### config.mk
export PLATFORM = sky130hd
export DESIGN_NAME = uart_regif_core
export DESIGN_NICKNAME = d
export VERILOG_FILES = /design/src/rtl/uart_regif_core.sv
export SDC_FILE = /design/constraint.sdc
export NUM_CORES = 1
export LEC_CHECK = 0
export ABC_AREA = 1
export CAP_MARGIN = 20
export CORE_MARGIN = 4
export CORE_UTILIZATION = 55
export CTS_BUF_LIST = sky130_fd_sc_hd__clkbuf_8
export DETAILED_ROUTE_END_ITERATION = 12
export PLACE_DENSITY = 0.78
export SLEW_MARGIN = 30
export SYNTH_ARGS = -nofsm -noshare
export SYNTH_HDL_FRONTEND = slang
export SYNTH_SLANG_ARGS = --single-unit
### constraint.sdc
create_clock -name clk -period 4.1 [get_ports clk]
set_input_delay 1.23 -clock clk [delete_from_list [all_inputs] [get_ports clk]]
set_output_delay 1.23 -clock clk [all_outputs]
set_load 0.05 [all_outputs]
### src/rtl/uart_regif_core.sv
`default_nettype none
// ============================================================================
// Module   : uart_regif_core
// Brief    : Memory-mapped 8N1 UART with baud divider and a single-byte RX
//            holding register. Define UART_HW_FLOW_CTRL_EN for RTS/CTS gating.
// Revision : 1.0
// ============================================================================
module uart_regif_core #(
    parameter int DATA_W = 32,
    parameter int ADDR_W = 3,
    parameter int DIV_W  = 16
) (
    input  logic              clk,
    input  logic              rst,
    input  logic              sel,
    input  logic [ADDR_W-1:0] address,
    input  logic              write,
    input  logic              read,
    input  logic [DATA_W-1:0] data_in,
    output logic [DATA_W-1:0] data_out,
    output logic              txd,
    input  logic              rxd,
    output logic              rts,
    input  logic              cts
);

    localparam logic [ADDR_W-1:0] c_addr_write_wait = ADDR_W'(0);
    localparam logic [ADDR_W-1:0] c_addr_div        = ADDR_W'(1);
    localparam logic [ADDR_W-1:0] c_addr_data       = ADDR_W'(2);
    localparam logic [ADDR_W-1:0] c_addr_soft_reset = ADDR_W'(3);
    localparam logic [ADDR_W-1:0] c_addr_read_valid = ADDR_W'(4);
    localparam logic [ADDR_W-1:0] c_addr_rxen       = ADDR_W'(5);

    localparam logic [1:0] c_st_idle  = 2'd0;
    localparam logic [1:0] c_st_start = 2'd1;
    localparam logic [1:0] c_st_data  = 2'd2;
    localparam logic [1:0] c_st_stop  = 2'd3;

    logic [DIV_W-1:0]  r_div;
    logic              r_rxen;
    logic              r_soft_rst;
    logic              r_rx_valid;
    logic [7:0]        r_rx_byte;

    logic [1:0]        r_tx_state;
    logic [1:0]        w_tx_state_nxt;
    logic [DIV_W-1:0]  r_tx_cnt;
    logic [2:0]        r_tx_bit;
    logic [7:0]        r_tx_shift;
    logic              r_write_wait;
    logic              w_txd;

    logic [1:0]        r_rx_state;
    logic [1:0]        w_rx_state_nxt;
    logic [DIV_W-1:0]  r_rx_cnt;
    logic [2:0]        r_rx_bit;
    logic [7:0]        r_rx_shift;
    logic [2:0]        r_rx_sync;

    logic              w_wr;
    logic              w_rd;
    logic              w_data_wr;
    logic              w_data_rd;
    logic              w_cts_ok;
    logic              w_tx_accept;
    logic              w_tx_go;
    logic [DIV_W:0]    w_div_ext;
    logic [DIV_W:0]    w_half_ext;
    logic [DIV_W:0]    w_tx_cnt_inc;
    logic [DIV_W:0]    w_rx_cnt_inc;
    logic              w_tx_bit_end;
    logic              w_rx_bit_end;
    logic              w_rx_half_end;
    logic              w_rx_fall;
    logic              w_rx_done;
    logic              w_rx_cnt_clr;
    logic [DATA_W-1:0] w_rd_data;
    logic              w_unused_bits;

    assign w_wr      = sel & write;
    assign w_rd      = sel & read;
    assign w_data_wr = w_wr & (address == c_addr_data);
    assign w_data_rd = w_rd & (address == c_addr_data);
    assign w_unused_bits = ^data_in[DATA_W-1:DIV_W];

`ifdef UART_HW_FLOW_CTRL_EN
    assign w_cts_ok = cts;
    assign rts      = r_rxen & ~r_rx_valid & ~r_soft_rst;
`else
    // Without flow control the peer's cts has no effect on transmission.
    assign w_cts_ok = cts | 1'b1;
    assign rts      = r_rxen & ~r_soft_rst;
`endif

    // Bit timers compare count+1 against the divider so div of 0 or 1 still advances.
    assign w_div_ext     = {1'b0, r_div};
    assign w_half_ext    = {2'b00, r_div[DIV_W-1:1]};
    assign w_tx_cnt_inc  = {1'b0, r_tx_cnt} + {{DIV_W{1'b0}}, 1'b1};
    assign w_rx_cnt_inc  = {1'b0, r_rx_cnt} + {{DIV_W{1'b0}}, 1'b1};
    assign w_tx_bit_end  = (w_tx_cnt_inc >= w_div_ext);
    assign w_rx_bit_end  = (w_rx_cnt_inc >= w_div_ext);
    assign w_rx_half_end = (w_rx_cnt_inc >= w_half_ext);

    assign w_tx_accept = w_data_wr & ~r_write_wait & ~r_soft_rst & (r_tx_state == c_st_idle);
    assign w_tx_go     = (w_tx_accept | r_write_wait) & w_cts_ok;

    always_comb begin
        w_tx_state_nxt = r_tx_state;
        w_txd          = 1'b1;
        case (r_tx_state)
            c_st_idle:  if (w_tx_go) w_tx_state_nxt = c_st_start;
            c_st_start: begin
                w_txd = 1'b0;
                if (w_tx_bit_end) w_tx_state_nxt = c_st_data;
            end
            c_st_data: begin
                w_txd = r_tx_shift[0];
                if (w_tx_bit_end && (r_tx_bit == 3'd7)) w_tx_state_nxt = c_st_stop;
            end
            c_st_stop:  if (w_tx_bit_end) w_tx_state_nxt = c_st_idle;
            default:    w_tx_state_nxt = c_st_idle;
        endcase
        if (r_soft_rst) w_tx_state_nxt = c_st_idle;
    end

    assign txd = w_txd;

    always_ff @(posedge clk) begin
        if (rst) begin
            r_tx_state   <= c_st_idle;
            r_tx_cnt     <= '0;
            r_tx_bit     <= '0;
            r_tx_shift   <= '0;
            r_write_wait <= 1'b0;
        end else begin
            r_tx_state <= w_tx_state_nxt;
            if (r_soft_rst) begin
                r_write_wait <= 1'b0;
                r_tx_cnt     <= '0;
                r_tx_bit     <= '0;
            end else begin
                if (w_tx_accept) begin
                    r_tx_shift   <= data_in[7:0];
                    r_write_wait <= 1'b1;
                end
                if ((r_tx_state == c_st_stop) && w_tx_bit_end) r_write_wait <= 1'b0;
                if ((r_tx_state == c_st_idle) || w_tx_bit_end) r_tx_cnt <= '0;
                else                                           r_tx_cnt <= w_tx_cnt_inc[DIV_W-1:0];
                if (r_tx_state == c_st_idle) r_tx_bit <= '0;
                if ((r_tx_state == c_st_data) && w_tx_bit_end) begin
                    r_tx_shift <= {1'b0, r_tx_shift[7:1]};
                    r_tx_bit   <= r_tx_bit + 3'd1;
                end
            end
        end
    end

    assign w_rx_fall    = r_rx_sync[2] & ~r_rx_sync[1];
    assign w_rx_done    = (r_rx_state == c_st_stop) & w_rx_bit_end & ~r_soft_rst;
    assign w_rx_cnt_clr = (r_rx_state == c_st_idle) | (w_rx_state_nxt != r_rx_state) | w_rx_bit_end;

    always_comb begin
        w_rx_state_nxt = r_rx_state;
        case (r_rx_state)
            c_st_idle:  if (r_rxen && w_rx_fall) w_rx_state_nxt = c_st_start;
            // A start bit found high at its midpoint was a glitch.
            c_st_start: if (w_rx_half_end) w_rx_state_nxt = r_rx_sync[1] ? c_st_idle : c_st_data;
            c_st_data:  if (w_rx_bit_end && (r_rx_bit == 3'd7)) w_rx_state_nxt = c_st_stop;
            c_st_stop:  if (w_rx_bit_end) w_rx_state_nxt = c_st_idle;
            default:    w_rx_state_nxt = c_st_idle;
        endcase
        if (r_soft_rst) w_rx_state_nxt = c_st_idle;
    end

    always_ff @(posedge clk) begin
        if (rst) begin
            r_rx_state <= c_st_idle;
            r_rx_cnt   <= '0;
            r_rx_bit   <= '0;
            r_rx_shift <= '0;
            r_rx_sync  <= 3'b111;
        end else begin
            r_rx_sync  <= {r_rx_sync[1:0], rxd};
            r_rx_state <= w_rx_state_nxt;
            if (w_rx_cnt_clr) r_rx_cnt <= '0;
            else              r_rx_cnt <= w_rx_cnt_inc[DIV_W-1:0];
            if (r_rx_state == c_st_idle) r_rx_bit <= '0;
            if ((r_rx_state == c_st_data) && w_rx_bit_end) begin
                r_rx_shift <= {r_rx_sync[1], r_rx_shift[7:1]};
                r_rx_bit   <= r_rx_bit + 3'd1;
            end
        end
    end

    always_comb begin
        w_rd_data = '0;
        case (address)
            c_addr_write_wait: w_rd_data[0]   = r_write_wait;
            c_addr_data:       w_rd_data[7:0] = r_rx_byte;
            c_addr_read_valid: w_rd_data[0]   = r_rx_valid;
            default:           w_rd_data      = '0;
        endcase
    end

    always_ff @(posedge clk) begin
        if (rst) begin
            r_div      <= '0;
            r_rxen     <= 1'b0;
            r_soft_rst <= 1'b0;
            r_rx_valid <= 1'b0;
            r_rx_byte  <= '0;
            data_out   <= '0;
        end else begin
            if (w_wr && (address == c_addr_div))        r_div      <= data_in[DIV_W-1:0];
            if (w_wr && (address == c_addr_soft_reset)) r_soft_rst <= data_in[0];
            if (r_soft_rst)                             r_rxen     <= 1'b0;
            else if (w_wr && (address == c_addr_rxen))  r_rxen     <= data_in[0];
            // A byte landing on the same edge as a DATA read keeps the flag set.
            if (r_soft_rst)     r_rx_valid <= 1'b0;
            else if (w_rx_done) r_rx_valid <= 1'b1;
            else if (w_data_rd) r_rx_valid <= 1'b0;
            if (w_rx_done) r_rx_byte <= r_rx_shift;
            if (w_rd)      data_out  <= w_rd_data;
        end
    end

endmodule
`default_nettype wire

==> flow_metrics.env <==
export IMPL_cp_data_required_time_ps=4360
export IMPL_cts_tree="built"
export IMPL_gp_congestion=0.858
export IMPL_synth_area_leaders="sky130_fd_sc_hd__dfxtp_1 33%, sky130_fd_sc_hd__ha_1 12%, sky130_fd_sc_hd__nand2_1 11%"
export IMPL_count_of_input_and_output_buffers=34
export IMPL_total_half_perimeter_wirelength_after_legalization_and_detailed_placement_um=8650
export IMPL_critical_path_most_common_cell="sky130_fd_sc_hd__nand2_1"
export IMPL_clkSinkCount=97
export IMPL_firstDrtPassIters=4
export IMPL_number_of_global_route_vias_before_repair=4592
export IMPL_fp_row_count=37
export IMPL_n_fill_cell=961
export IMPL_finish_utilization_pct=62.0
export IMPL_antenna_left=0
export IMPL_timing_hold_violations_final=0
export IMPL_power_density_cell_area_nw_per_um2=350
export IMPL_least_margin_pin_slew_ps=667
export IMPL_drt_first_iter_violations=226
export IMPL_largest_fanout_of_any_net_on_the_critical_path=16
export IMPL_synth_top_family_by_area="simple AND/OR/NAND/NOR gates"
export IMPL_synth_compound_area_share_pct=10.8
export IMPL_cts_hold_buffers=0
export IMPL_starting_density_of_the_core_pct=56.3
export IMPL_timing_fmax_mhz=269
export IMPL_synth_top_cell_by_area="sky130_fd_sc_hd__dfxtp_1"
export IMPL_cts_clk_slew_worst_paths_ps=110
export IMPL_routed_via_density=4.98
export IMPL_finalSetupViolCount=0
export IMPL_worst_slew_margin_rel_pct=55.4
export IMPL_end_kind="flop"
export IMPL_remaining_drc_errors=0
export IMPL_synthSimpleGateAreaFrac_pct=27.4
export IMPL_yosysWarnings=0
export IMPL_antenna_diode_count=0
export IMPL_synth_xor_area_share_pct=2.86
export IMPL_clock_skew_ps=12.7
export IMPL_synth_avg_cell_area_um2=7.14
export IMPL_dpl_cell_area_um2=6170
export IMPL_dr_total_vias=4922
export IMPL_yosys_area_top_type_share_pct=33.4
export IMPL_grt_antenna_before_repair=0
export IMPL_tritoncts_buffer_count=9
export IMPL_adder_cell_area_share_of_the_yosys_netlist_pct=12.3
export IMPL_setup_tns_final_ps=0
export IMPL_timing_setup_critical_path_class="reg -> reg"
export IMPL_slew_viol_final=0
export IMPL_seqCellArea_um2=1940
export IMPL_h_tree_depth=3
export IMPL_wire_per_inst_um=11.6
export IMPL_sequential_cell_area_fraction_in_the_yosys_report_pct=33.4
export IMPL_drive_above_1_share_pct=7.39
export IMPL_ir_worst_vdd_v=0.000299
export IMPL_power_leakage_uw=0.00301
export IMPL_multi_input_logic_area_um2=3190
export IMPL_grt_max_degree=43
export IMPL_final_stage_net_count=947
export IMPL_crit_chain="ha_1 > nand2_1 > nor2_2 > nand4_1 > or3_1 > xor2_1 > inv_1 > ha_1 > a21o_1 > a21oi_1 > o21ai_0 > nor2_1 > nand2_1 > nand3_1 > nand3_1 > nand2_1 > nand2_1 > nand2_2 > nor3_1"
export IMPL_worstSetupStartpointType="flop"
export IMPL_finalCritPeriodShare_pct=90.6
export IMPL_holdCritPathClass="reg -> reg"
export IMPL_track_usage_pct=18.9
export IMPL_die_y_um=111
export IMPL_status="finished, final reports clean"
export IMPL_grt_first_pass_wirelength_um=19900
export IMPL_yosys_register_bits=97
export IMPL_worst_skew_pair_late_latency_ps=380
export IMPL_critPathSlowestCell="sky130_fd_sc_hd__dfxtp_1"
export IMPL_layout_min_cycle_time_ps=3720
export IMPL_maximum_buffer_depth_of_the_clock_tree=2
export IMPL_crit_path_largest_cell_delay_ps=440
export IMPL_synth_lib_cells_used_distinct=38
export IMPL_die_area_um2=12300
export IMPL_clockRootBuffer="sky130_fd_sc_hd__clkbuf_8"
export IMPL_flow_area_growth_from_synthesis_pct=10.1
export IMPL_critPathArrivalTime_ps=3970
export IMPL_post_synth_inst_count=814
export IMPL_worstPathBufferInverterCount=1
export IMPL_total_overflow_reported_by_the_global_router=0
export IMPL_unrepaired_setup_endpoints_after_global_routing="no"
export IMPL_timing_critical_path_max_delay_family="simple AND/OR/NAND/NOR gates"
export IMPL_detail_route_wirelength_um=11500
export IMPL_floorplan_io_pins=76
export IMPL_die_width_um=111
export IMPL_post_synth_mux_area_share_pct=0
export IMPL_synth_cell_area_um2=5810
export IMPL_final_cell_area_um2=6400
export IMPL_max_cap_viol_count=0
export IMPL_core_area_um2=10300
registers in the layout, indices dropped and copies added, names as in the netlist, 3 cells and up:
signal	count
data_out	8
r_div	16
r_rx_bit	3
r_rx_byte	8
r_rx_cnt	16
r_rx_shift	8
r_rx_sync	3
r_tx_bit	3
r_tx_cnt	16
r_tx_shift	8
synthesized netlist by cell type, drive strengths merged:
cell and number:
a21oi 63, nor4 4, nor3b 1, a21o 2
a211oi 1, nor3 29, o211ai 1, inv 132
conb 1, o21bai 1, nand3 24, xnor2 5
nand3b 3, or4 1, or2 4, or3 2
nand4 13, nor2 94, ha 57, xor2 14
buf 32, a31o 2, a31oi 1, dfxtp 97
nand2 172, o21ai 49, clkbuf 9
report_power, final:
| group | internal, uW | leakage [uW] | total, uW | switching, uW |
|---|---|---|---|---|
| clock | 244 | 0.000103 | 640 | 396 |
| sequential | 994 | 0.000784 | 1020 | 30.5 |
| combinational | 186 | 0.00212 | 573 | 387 |
| total | 1420 | 0.00301 | 2240 | 814 |
cells by family after synthesis:
logic type | Yosys count
AO/OA/AOI/OAI | 120
XOR/XNOR | 19
adder cells (fa/ha/maj) | 57
buffers and inverters | 173
flip-flops | 97
other | 1
AND/OR/NAND/NOR | 347
path summary, 6_finish.rpt:
kind,startpoint,endpoint,slack (ps),cells after the start
max,r_rx_cnt[0],r_rx_cnt[15],380,19
min reg2reg,r_rx_sync[0],r_rx_sync[1],430,1
min,r_rx_sync[0],r_rx_sync[1],430,1
max reg2reg,r_rx_cnt[0],r_rx_cnt[15],380,19
stage by stage:
| step | total power, uW | setup WS [ps] | std cells | hold WS (ps) |
|---|---|---|---|---|
| 2_1_floorplan | 1520 | 1040 | 837 | 389 |
| 5_1_grt | 2380 | 20.3 | 989 | 477 |
| 3_3_place_gp | 1610 | 517 | 971 | 398 |
| 4_1_cts | 2250 | 371 | 987 | 428 |
| 6_report | 2240 | 384 | 989 | 430 |
| 3_5_place_dp | 1620 | 438 | 971 | 401 |
cells in the final DEF, fill, tap and decap left out, types with 2 or more instances in the layout:
cell type,count
sky130_fd_sc_hd__conb_1,24
sky130_fd_sc_hd__xnor2_1,5
sky130_fd_sc_hd__nand2_2,6
sky130_fd_sc_hd__nor2_4,3
sky130_fd_sc_hd__a21o_1,2
sky130_fd_sc_hd__nand3_2,3
sky130_fd_sc_hd__or2_2,4
sky130_fd_sc_hd__nand4_1,13
sky130_fd_sc_hd__o21ai_0,49
sky130_fd_sc_hd__nand2_1,163
sky130_fd_sc_hd__a31o_2,2
sky130_fd_sc_hd__nor3_2,10
sky130_fd_sc_hd__nor4_1,4
sky130_fd_sc_hd__or3_1,2
sky130_fd_sc_hd__clkdlybuf4s50_1,34
sky130_fd_sc_hd__nor2_1,87
sky130_fd_sc_hd__nand3_1,20
sky130_fd_sc_hd__nor3_1,19
sky130_fd_sc_hd__inv_1,129
sky130_fd_sc_hd__inv_2,2
sky130_fd_sc_hd__clkinv_4,2
sky130_fd_sc_hd__inv_8,2
sky130_fd_sc_hd__ha_1,57
sky130_fd_sc_hd__dfxtp_1,97
sky130_fd_sc_hd__nand3b_1,3
sky130_fd_sc_hd__clkbuf_8,9
sky130_fd_sc_hd__clkinv_8,2
sky130_fd_sc_hd__nor2_2,4
sky130_fd_sc_hd__nand2_4,3
sky130_fd_sc_hd__xor2_1,14
sky130_fd_sc_hd__a21oi_1,62
sky130_fd_sc_hd__buf_4,7
per-layer routing:
metal  wire (um)  up-vias  GRT usage [%]
li1            -     2614              -
met1        5540     2195           25.4
met2        5310       96           30.4
met3         516       17           4.15
met4         142        0           5.75
met5           0        -              0
cell type report:
cell class / instances / area share (%)
Clock buffer: 9 / 1.94
Clock inverter: 7 / 1.27
Inverter: 132 / 7.80
Multi-Input combinational cell: 567 / 49.8
Sequential cell: 97 / 30.4
Tap cell: 136 / 2.66
Timing Repair Buffer: 41 / 6.14
timing repair:
action	4_1_cts	5_1_grt
gates resized for setup	0	2
endpoints found under the hold margin	0	0
setup buffers	0	2
setup endpoints to repair	0	3
Note: power is estimated with default switching activity, not from simulation.
